<file path="src/rtl/branch_resolver_if.sv">
// Branch resolver bus: fetch-side prediction handshake, execute-side
// resolution, and the flush/redirect/training/status outputs.
// The resolver connects through the slave modport; the pipeline side
// uses master.
interface branch_resolver_if #(
  parameter int unsigned DEPTH = 4
) ();
  localparam int unsigned OW = $clog2(DEPTH) + 1;

  logic          pred_valid;
  logic          pred_ready;
  logic [31:0]   pred_pc;
  logic          pred_taken;
  logic [31:0]   pred_target;

  logic          ex_valid;
  logic [31:0]   ex_pc;
  logic          ex_taken;
  logic [31:0]   ex_target;

  logic          flush;
  logic [31:0]   redirect_pc;

  logic          upd_valid;
  logic [31:0]   upd_pc;
  logic          upd_taken;
  logic          upd_mispredict;

  logic [OW-1:0] occupancy;
  logic          orphan_err;
  logic [31:0]   branch_count;
  logic [31:0]   mispredict_count;

  modport slave (
    input  pred_valid, pred_pc, pred_taken, pred_target,
    input  ex_valid, ex_pc, ex_taken, ex_target,
    output pred_ready, flush, redirect_pc,
    output upd_valid, upd_pc, upd_taken, upd_mispredict,
    output occupancy, orphan_err, branch_count, mispredict_count
  );

  modport master (
    output pred_valid, pred_pc, pred_taken, pred_target,
    output ex_valid, ex_pc, ex_taken, ex_target,
    input  pred_ready, flush, redirect_pc,
    input  upd_valid, upd_pc, upd_taken, upd_mispredict,
    input  occupancy, orphan_err, branch_count, mispredict_count
  );
endinterface

</file>
<file path="src/rtl/branch_resolver.sv">
// Branch resolver: queues fetch-stage predictions and checks each execute-
// stage resolution against the oldest one. A mispredict (or an orphan
// resolution with no matching head entry) empties the queue, issues a
// one-cycle flush with the corrected fetch PC, and spends one RECOVER cycle
// before accepting predictions again. Every accepted resolution also emits
// a one-cycle predictor training write.
// Optional: define BRANCH_RESOLVER_STATS_EN to enable the branch and
// mispredict counters; otherwise both counter outputs are tied to zero.
module branch_resolver #(
  parameter int unsigned DEPTH = 4
) (
  input  logic             clk,
  input  logic             rst,
  branch_resolver_if.slave bus
);
  localparam int unsigned PW = $clog2(DEPTH);
  localparam int unsigned OW = PW + 1;

  typedef enum logic [1:0] {EMPTY, PARTIAL, FULL, RECOVER} state_t;

  state_t        state;
  logic [31:0]   q_pc     [DEPTH];
  logic          q_taken  [DEPTH];
  logic [31:0]   q_target [DEPTH];
  logic [PW-1:0] rd_ptr;
  logic [PW-1:0] wr_ptr;
  logic [OW-1:0] occ;

  logic          pred_ready_r;
  logic          flush_r;
  logic [31:0]   redirect_r;
  logic          upd_valid_r;
  logic [31:0]   upd_pc_r;
  logic          upd_taken_r;
  logic          upd_mis_r;
  logic          orphan_r;

  logic          resolve;
  logic          push;
  logic          pop;
  logic          orphan;
  logic          mispredict;
  logic [31:0]   redirect_next;
  logic [OW-1:0] occ_next;

  // Resolution decision against the head entry and next fill level.
  always_comb begin
    resolve       = bus.ex_valid && (state != RECOVER);
    push          = bus.pred_valid && pred_ready_r;
    orphan        = (occ == '0) || (bus.ex_pc != q_pc[rd_ptr]);
    mispredict    = orphan
                  || (bus.ex_taken != q_taken[rd_ptr])
                  || (bus.ex_taken && (bus.ex_target != q_target[rd_ptr]));
    redirect_next = bus.ex_taken ? bus.ex_target : (bus.ex_pc + 32'd4);
    pop           = resolve && !mispredict;
    occ_next      = occ + OW'(push) - OW'(pop);
  end

  // Queue storage; a same-cycle enqueue is dropped when the queue is flushed.
  always_ff @(posedge clk) begin
    if (push && !(resolve && mispredict)) begin
      q_pc[wr_ptr]     <= bus.pred_pc;
      q_taken[wr_ptr]  <= bus.pred_taken;
      q_target[wr_ptr] <= bus.pred_target;
    end
  end

  // FSM, pointers, fill level and all registered outputs.
  // pred_ready is registered from the next fill level/state so that it never
  // depends combinationally on ex_valid.
  always_ff @(posedge clk or posedge rst) begin
    if (rst) begin
      state        <= EMPTY;
      rd_ptr       <= '0;
      wr_ptr       <= '0;
      occ          <= '0;
      pred_ready_r <= 1'b0;
      flush_r      <= 1'b0;
      redirect_r   <= '0;
      upd_valid_r  <= 1'b0;
      upd_pc_r     <= '0;
      upd_taken_r  <= 1'b0;
      upd_mis_r    <= 1'b0;
      orphan_r     <= 1'b0;
    end else begin
      upd_valid_r <= resolve;
      flush_r     <= resolve && mispredict;
      if (resolve) begin
        upd_pc_r    <= bus.ex_pc;
        upd_taken_r <= bus.ex_taken;
        upd_mis_r   <= mispredict;
        if (orphan) orphan_r <= 1'b1;
      end

      if (resolve && mispredict) begin
        redirect_r   <= redirect_next;
        rd_ptr       <= '0;
        wr_ptr       <= '0;
        occ          <= '0;
        state        <= RECOVER;
        pred_ready_r <= 1'b0;
      end else if (state == RECOVER) begin
        state        <= EMPTY;
        pred_ready_r <= 1'b1;
      end else begin
        rd_ptr       <= rd_ptr + PW'(pop);
        wr_ptr       <= wr_ptr + PW'(push);
        occ          <= occ_next;
        pred_ready_r <= (occ_next != OW'(DEPTH));
        if (occ_next == '0)
          state <= EMPTY;
        else if (occ_next == OW'(DEPTH))
          state <= FULL;
        else
          state <= PARTIAL;
      end
    end
  end

  assign bus.pred_ready     = pred_ready_r;
  assign bus.flush          = flush_r;
  assign bus.redirect_pc    = redirect_r;
  assign bus.upd_valid      = upd_valid_r;
  assign bus.upd_pc         = upd_pc_r;
  assign bus.upd_taken      = upd_taken_r;
  assign bus.upd_mispredict = upd_mis_r;
  assign bus.occupancy      = occ;
  assign bus.orphan_err     = orphan_r;

`ifdef BRANCH_RESOLVER_STATS_EN
  logic [31:0] branch_cnt;
  logic [31:0] mis_cnt;

  // Statistics counters follow the training write pulses, wrapping at 2^32.
  always_ff @(posedge clk or posedge rst) begin
    if (rst) begin
      branch_cnt <= '0;
      mis_cnt    <= '0;
    end else if (upd_valid_r) begin
      branch_cnt <= branch_cnt + 32'd1;
      if (upd_mis_r) mis_cnt <= mis_cnt + 32'd1;
    end
  end

  assign bus.branch_count     = branch_cnt;
  assign bus.mispredict_count = mis_cnt;
`else
  assign bus.branch_count     = '0;
  assign bus.mispredict_count = '0;
`endif
endmodule

</file>
<file path="src/flat_wrapper.sv">
// flat-port wrapper written by rule: the top's interface ports become plain ports
module branch_resolver_flat 
#(
  parameter int unsigned DEPTH = 4
)
  (clk, rst, bus_pred_valid, bus_pred_pc, bus_pred_taken, bus_pred_target, bus_ex_valid, bus_ex_pc, bus_ex_taken, bus_ex_target, bus_pred_ready, bus_flush, bus_redirect_pc, bus_upd_valid, bus_upd_pc, bus_upd_taken, bus_upd_mispredict, bus_occupancy, bus_orphan_err, bus_branch_count, bus_mispredict_count);
  branch_resolver_if #(.DEPTH(DEPTH)) bus_i ();
  input  logic clk;
  input  logic rst;
  input wire logic [$bits(bus_i.pred_valid)-1:0] bus_pred_valid;
  input wire logic [$bits(bus_i.pred_pc)-1:0] bus_pred_pc;
  input wire logic [$bits(bus_i.pred_taken)-1:0] bus_pred_taken;
  input wire logic [$bits(bus_i.pred_target)-1:0] bus_pred_target;
  input wire logic [$bits(bus_i.ex_valid)-1:0] bus_ex_valid;
  input wire logic [$bits(bus_i.ex_pc)-1:0] bus_ex_pc;
  input wire logic [$bits(bus_i.ex_taken)-1:0] bus_ex_taken;
  input wire logic [$bits(bus_i.ex_target)-1:0] bus_ex_target;
  output wire logic [$bits(bus_i.pred_ready)-1:0] bus_pred_ready;
  output wire logic [$bits(bus_i.flush)-1:0] bus_flush;
  output wire logic [$bits(bus_i.redirect_pc)-1:0] bus_redirect_pc;
  output wire logic [$bits(bus_i.upd_valid)-1:0] bus_upd_valid;
  output wire logic [$bits(bus_i.upd_pc)-1:0] bus_upd_pc;
  output wire logic [$bits(bus_i.upd_taken)-1:0] bus_upd_taken;
  output wire logic [$bits(bus_i.upd_mispredict)-1:0] bus_upd_mispredict;
  output wire logic [$bits(bus_i.occupancy)-1:0] bus_occupancy;
  output wire logic [$bits(bus_i.orphan_err)-1:0] bus_orphan_err;
  output wire logic [$bits(bus_i.branch_count)-1:0] bus_branch_count;
  output wire logic [$bits(bus_i.mispredict_count)-1:0] bus_mispredict_count;
  assign bus_i.pred_valid = bus_pred_valid;
  assign bus_i.pred_pc = bus_pred_pc;
  assign bus_i.pred_taken = bus_pred_taken;
  assign bus_i.pred_target = bus_pred_target;
  assign bus_i.ex_valid = bus_ex_valid;
  assign bus_i.ex_pc = bus_ex_pc;
  assign bus_i.ex_taken = bus_ex_taken;
  assign bus_i.ex_target = bus_ex_target;
  assign bus_pred_ready = bus_i.pred_ready;
  assign bus_flush = bus_i.flush;
  assign bus_redirect_pc = bus_i.redirect_pc;
  assign bus_upd_valid = bus_i.upd_valid;
  assign bus_upd_pc = bus_i.upd_pc;
  assign bus_upd_taken = bus_i.upd_taken;
  assign bus_upd_mispredict = bus_i.upd_mispredict;
  assign bus_occupancy = bus_i.occupancy;
  assign bus_orphan_err = bus_i.orphan_err;
  assign bus_branch_count = bus_i.branch_count;
  assign bus_mispredict_count = bus_i.mispredict_count;
  branch_resolver #(.DEPTH(DEPTH)) u_core (.clk(clk), .rst(rst), .bus(bus_i));
endmodule
</file>
<file path="config.mk">
export PLATFORM = sky130hd
export DESIGN_NAME = branch_resolver_flat
export DESIGN_NICKNAME = d
export VERILOG_FILES = /design/src/rtl/branch_resolver_if.sv /design/src/rtl/branch_resolver.sv /design/src/flat_wrapper.sv
export SDC_FILE = /design/constraint.sdc
export NUM_CORES = 1
export LEC_CHECK = 0
export ABC_AREA = 1
export ABC_CLOCK_PERIOD_IN_PS = 7280
export CORE_MARGIN = 4
export CORE_UTILIZATION = 53
export CTS_CLUSTER_DIAMETER = 100
export DETAILED_ROUTE_END_ITERATION = 16
export PLACE_DENSITY = 0.83
export SYNTH_ARGS = -nofsm -noshare
export SYNTH_HDL_FRONTEND = slang
export SYNTH_SLANG_ARGS = --single-unit
</file>
<file path="constraint.sdc">
create_clock -name clk -period 7.28 [get_ports clk]
set_clock_uncertainty 0.2 [all_clocks]
set_input_delay 1.092 -clock clk [delete_from_list [all_inputs] [get_ports clk]]
set_output_delay 1.092 -clock clk [all_outputs]
set_load 0.02 [all_outputs]
</file>
Word-level counts from Yosys, hierarchy flattened

Memories as Yosys holds them, arrays and structs flattened.
Index checks and enable logic that the tools add are counted.

Bits in registers: 79
RAM bits: 260
Bits of input ports: 134
Output and inout port bits: 137
Word-level logic and storage cells: 57
Memories: 3

Add/subtract/negate cells: 5
Equal/unequal tests: 8
Muxes and demuxes: 15
Reductions and logical operators: 14

Memories:

| memory          | depth | width | read ports | clocked after Yosys merged registers in | wr ports | line                  | text |
|---|---|---|---|---|---|---|---|
| u_core.q_pc     | 4     | 32    | 1          | 0                                       | 1        | branch_resolver.sv:22 | `logic [31:0] q_pc [DEPTH];` |
| u_core.q_target | 4     | 32    | 1          | 0                                       | 1        | branch_resolver.sv:24 | `logic [31:0] q_target [DEPTH];` |
| u_core.q_taken  | 4     | 1     | 1          | 0                                       | 1        | branch_resolver.sv:23 | `logic q_taken [DEPTH];` |

Operators by type and width:

| cell                    | number |
|---|---|
| $ne A32 B32 Y1          | 2 |
| $add A32 B3 Y32 const B | 1 |
| $mux W32                | 1 |
| $mux W2                 | 8 |
| $logic_and A1 B1 Y1     | 6 |
| $logic_not A3 Y1        | 2 |
| $mux W3                 | 2 |
| $add A2 B1 Y2           | 2 |
| $mux W1                 | 4 |
| $add A3 B1 Y3           | 1 |
| $eq A3 B3 Y1 const B    | 1 |
| $logic_or A1 B1 Y1      | 3 |
| $ne A3 B3 Y1 const B    | 1 |
| $sub A3 B1 Y3           | 1 |
| $eq A2 B2 Y1 const B    | 1 |
| $logic_not A1 Y1        | 2 |
| $ne A2 B1 Y1 const B    | 1 |
| $ne A2 B2 Y1 const B    | 1 |
| $reduce_and A2 Y1       | 1 |
| $ne A1 B1 Y1            | 1 |

Depth between registers and ports, before layout

An unclocked memory read counts as a cell.

Depth after elaboration: 13
Mapped depth: 27
Mapped depth without buffers: 24

Least setup slack after synthesis

OpenSTA, ideal clock, no wires.

Kind: input-to-reg
Start point: in bus_ex_pc[14]
End point: mem u_core.q_pc[0][0] (enable)
Library setup time: 0.488 ns
Arrival time: 4.872 ns
Required time: 6.592 ns
Setup slack: 1.720 ns
Stages: 10
Buffers on the path: 1
Path through: clkbuf_1 -> xor2_1 -> nand3_1 -> nor2_1 -> nand3_1 -> nor2_2 -> nand2_2 -> nand2_4 -> nand2_1 -> nor2_1

Longest elaborated chain between the ends: 9

RTL lines:

| what                          | line                  | text |
|---|---|---|
| from (decl)                   | flat_wrapper.sv:15    | `input wire logic [$bits(bus_i.ex_pc)-1:0] bus_ex_pc;` |
| $ne A32 B32 Y1                | branch_resolver.sv:50 | `orphan = (occ == '0) \|\| (bus.ex_pc != q_pc[rd_ptr]);` |
| $logic_or A1 B1 Y1            | branch_resolver.sv:50 |  |
| $logic_or A1 B1 Y1            | branch_resolver.sv:52 | `\|\| (bus.ex_taken != q_taken[rd_ptr])` |
| $logic_or A1 B1 Y1            | branch_resolver.sv:53 | `\|\| (bus.ex_taken && (bus.ex_target != q_target[rd_ptr]));` |
| $logic_and A1 B1 Y1           | branch_resolver.sv:61 | `if (push && !(resolve && mispredict)) begin` |
| $logic_not A1 Y1              | branch_resolver.sv:61 |  |
| $logic_and A1 B1 Y1           | branch_resolver.sv:61 |  |
| $mux W1                       | branch_resolver.sv:61 |  |
| $mux W1 (implied by the code) | branch_resolver.sv:62 | `q_pc[wr_ptr] <= bus.pred_pc;` |
| to (decl)                     | branch_resolver.sv:22 |  |

Every way passes these cells.

Final worst setup path

Start point: reg u_core.rd_ptr[0]
End point: mem u_core.q_pc[1][3] (enable)

Longest elaborated chain between the ends: 10
Elaborated cells between the ends (all ways): 15
Classes of those cells: eq/ne: 3; mux: 2; reduce/logical: 7; memory: 3

RTL lines:

| what                              | line                   | text |
|---|---|---|
| from (decl)                       | branch_resolver.sv:25  | `logic [PW-1:0] rd_ptr;` |
| from (signal assigned)            | branch_resolver.sv:106 | `rd_ptr <= rd_ptr + PW'(pop);` |
| $mem_v2 Z4 W32                    | --                     |  |
| $ne A32 B32 Y1                    | branch_resolver.sv:50  |  |
| $logic_or A1 B1 Y1                | branch_resolver.sv:50  |  |
| $logic_or A1 B1 Y1                | branch_resolver.sv:52  |  |
| $logic_or A1 B1 Y1 (*)            | branch_resolver.sv:53  |  |
| $logic_and A1 B1 Y1 (*)           | branch_resolver.sv:61  |  |
| $logic_not A1 Y1 (*)              | branch_resolver.sv:61  |  |
| $logic_and A1 B1 Y1 (*)           | branch_resolver.sv:61  |  |
| $mux W1 (*)                       | branch_resolver.sv:61  |  |
| $mux W1 (implied by the code) (*) | branch_resolver.sv:62  |  |

Mark *: on every way between the ends. The rest lies on a longest branch, timed or not.

==> metrics.md <==
| Metric | Value |
|---|---|
| Critical path peak fanout | `70` |
| Share of layout cells above drive strength 1 | `4.430%` |
| Full die area | `32250 um2` |
| Sum Neg Setup Slack | `0 ns` |
| Post-route clock period utilization | `84.88%` |
| Tot GR Track Use | `27.54%` |
| Reg2reg setup slack | `1.10 ns` |
| Final setup vio count | `0` |
| Post-DP HPWL | `32.10 mm` |
| Vias per cell | `5.627` |
| Pwr/cell area | `307.7 nW/um2` |
| Peak supply drop | `0.0001930 V` |
| GP Congestion | `0.9764` |
| Remaining DRCs | `0` |
| Total of max-cap violations | `0` |
| FILL cells | `2210` |
| Root buf cell | `clkbuf_16` |
| Fin. Hold Viols | `0` |
| H-tree levels | `2` |
| DP Cell Count | `2128` |
| CTS Hold Bufs | `0` |
| Yosys warnings | `0` |
| Most used DFF post-synth | `edfxtp_1` |
| CORE AREA | `28860 um2` |
| Cell area after synthesis | `15600 um2` |
| NetSw | `1.770 mW` |
| Via count | `12335` |
| Chip height | `179.6 um` |
| Mapped Cells | `1590` |
| Gate power share | `25.2%` |
| Worst hold slack | `0.2727 ns` |
| Startpoint types | `flip-flop` |
| Achievable frequency | `161.8 MHz` |
| Unique masters post-synth | `36` |
| CTS resizes | `0` |
| Post-synth EDFFs | `260` |
| Synth Register Bits | `339` |
| Avg Cell Area, Syn | `9.814 um2` |
| Clock Path Buffers | `3` |
| Post-CTS Setup Bufs | `0` |
| RSZ-0062 raised after global routing | `no` |
| Drt total wl | `46.07 mm` |
| First-pass GRT wire length | `68.98 mm` |
| Num CTS Buffers | `35` |
| DR WL/cell | `21.02 um` |
| FP Rows | `62` |
| Clock Power Share | `30.1%` |
| Total power | `5.791 mW` |
| Seq. cell area | `9789 um2` |
| Largest net degree at the start of global routing | `81` |
| Switching share of power | `30.56%` |
| Initial antenna violation count | `1` |
| Final slew viol count | `0` |
| Worst slew pin tran | `1.031 ns` |
| DRT antenna net count | `0` |
| Post-layout min period | `6.179 ns` |
| Die X | `179.6 um` |
| LEAKAGE | `7.727 nW` |
| Area occupied by multi-input gates | `4927 um2` |
| FFs w/ async S/R, synth | `23.30%` |
| Non-filler cells, final | `2192` |
| Worst Path Required | `7.25 ns` |
| Outcome | `finished, final reports clean` |
| # IOs | `271` |
| Register area share after synthesis | `62.70%` |
| Worst-path clk slew | `0.06 ns` |
| Sequential power share | `44.7%` |
| CTS sink cnt | `339` |
| Layout area overhead | `20.60%` |
| Vias in the first global route | `11654` |
| Starting Density | `54.08%` |
| Hold crit path type | `flip-flop to flip-flop` |
| Worst skew pair latency | `0.51 ns` |
| GRT overflow | `0` |
| DR pass1 iterations | `6` |
| Setup CP Type | `flip-flop to flip-flop` |
| Max-slew headroom | `31.16%` |
| CTS tree | `yes` |
| Internal power | `4.021 mW` |
| Initial DRC count | `1696` |
| Worst Setup End Kind | `flip-flop` |
| Arrival time worst endpoint | `6.15 ns` |
| Nets | `1921` |
| PortBufs | `206` |
[flip-flops by register name, summed over array words and instances (netlist names)]
signal                     cells
u_core.q_pc                  128
u_core.q_target              128
u_core.bus.redirect_pc        32
u_core.bus.upd_pc             32
u_core.q_taken                 4
u_core.bus.occupancy           3
u_core.rd_ptr                  2
u_core.state                   2
u_core.wr_ptr                  2
u_core.bus.flush               1
u_core.bus.orphan_err          1
u_core.bus.pred_ready          1
u_core.bus.upd_mispredict      1
u_core.bus.upd_taken           1
u_core.bus.upd_valid           1
[final timing paths]
check                                          startpoint                   endpoint  depth (start not counted)
worst max-delay path                     u_core.rd_ptr[0]          u_core.q_pc[1][3]                         16
worst min-delay path            u_core.bus.redirect_pc[1]  u_core.bus.redirect_pc[1]                          2
worst max register to register           u_core.rd_ptr[0]          u_core.q_pc[1][3]                         16
worst min register to register  u_core.bus.redirect_pc[1]  u_core.bus.redirect_pc[1]                          2
max in group asynchronous                             rst           u_core.rd_ptr[0]                          3
min in group asynchronous                             rst  u_core.bus.upd_mispredict                          2
[placed cells by master, fill, tap and decap left out, types with 37 or more instances in the layout]
cell and count:
clkbuf_16 37, nor2_1 58, nand3_1 199, clkdlybuf4s50_1 206, conb_1 64, o21ai_0 63
inv_1 69, xor2_1 42, nand2_1 613, dfrtp_1 77, edfxtp_1 260
[power by group through the flow]
stage	registers [mW]	logic [mW]	clock network, mW
detailed placement	2.62	1.45	0
global placement	2.61	1.42	0
global route	2.61	1.57	1.86
CTS	2.58	1.46	1.76
floorplan	2.80	0.563	0
finish	2.59	1.46	1.75
[metrics by stage]
| step | worst slack [ns] | utilization [%] | instance area [um2] |
|---|---|---|---|
| floorplan | 1.720 | - | 15840 |
| global placement | 1.430 | 61.32 | 17700 |
| detailed placement | 1.245 | 61.32 | 17700 |
| CTS | 1.238 | 65.20 | 18810 |
| global route | 0.8111 | 65.21 | 18820 |
| finish | 1.101 | 65.21 | 18820 |
[final cells by class]
class | count | share of cell area, %
Antenna cell | 2 | 0.02659
Clock buffer | 49 | 5.372
Clock inverter | 13 | 0.5718
Inverter | 75 | 1.509
Multi-Input combinational cell | 1107 | 26.18
Sequential cell | 339 | 52.02
Tap cell | 384 | 2.553
Timing Repair Buffer | 223 | 11.77
[cell usage after synthesis, types with 2 or more instances]
| library cell | instances | area share, % |
|---|---|---|
| xnor2_1 | 3 | 0.17 |
| nand2_1 | 614 | 15 |
| or2_2 | 2 | 0.080 |
| buf_1 | 3 | 0.072 |
| nand4_1 | 10 | 0.40 |
| nand3_1 | 199 | 6.4 |
| o21ai_0 | 63 | 2.0 |
| inv_2 | 3 | 0.072 |
| ha_1 | 5 | 0.40 |
| buf_6 | 12 | 0.87 |
| clkinv_1 | 2 | 0.048 |
| a21oi_1 | 2 | 0.064 |
| xor2_1 | 42 | 2.4 |
| buf_4 | 69 | 3.3 |
| nor4_1 | 6 | 0.24 |
| nor3_1 | 15 | 0.48 |
| nor2_1 | 62 | 1.5 |
| buf_2 | 29 | 0.93 |
| dfrtp_1 | 79 | 13 |
| inv_1 | 70 | 1.7 |
| edfxtp_1 | 260 | 50 |
| nand3b_1 | 3 | 0.14 |
| clkbuf_1 | 19 | 0.46 |
| o21ai_1 | 6 | 0.19 |
[worst max-delay path: stages, from the launching register on]
cell and delay [ns]:
dfrtp_4 0.84, clkinv_2 0.99, buf_4 0.59, nand2_1 0.10
nand3_1 0.10, nand3_1 0.16, nand2_1 0.08, nor2_1 0.23
nand3_1 0.10, nor2_1 0.13, nand3_1 0.13, nor2_2 0.14
nand2_2 0.45, nand2_4 0.20, nand2_1 0.24, nor2_4 0.60
buf_4 0.47
[layer usage]
layer  part of all wire [%]  GRT usage (%)  vias up
met5                      0              0        -
met4                    3.9          9.784        0
met3                     12          4.931      114
met2                     47          44.55      906
met1                     38          37.92     5776
li1                       -              -     5539
[cells by family after synthesis]
| logic type | synth area share [%] |
|---|---|
| AOI/OAI and AO/OA | 2.518 |
| adders and majority gates | 0.5292 |
| and+or+nand+nor | 24.25 |
| other | 0.02403 |
| xor gates and xnor gates | 2.526 |
| buffers and inverters | 7.449 |
| DFF | 62.70 |
Power figures use the tool's default switching activity.
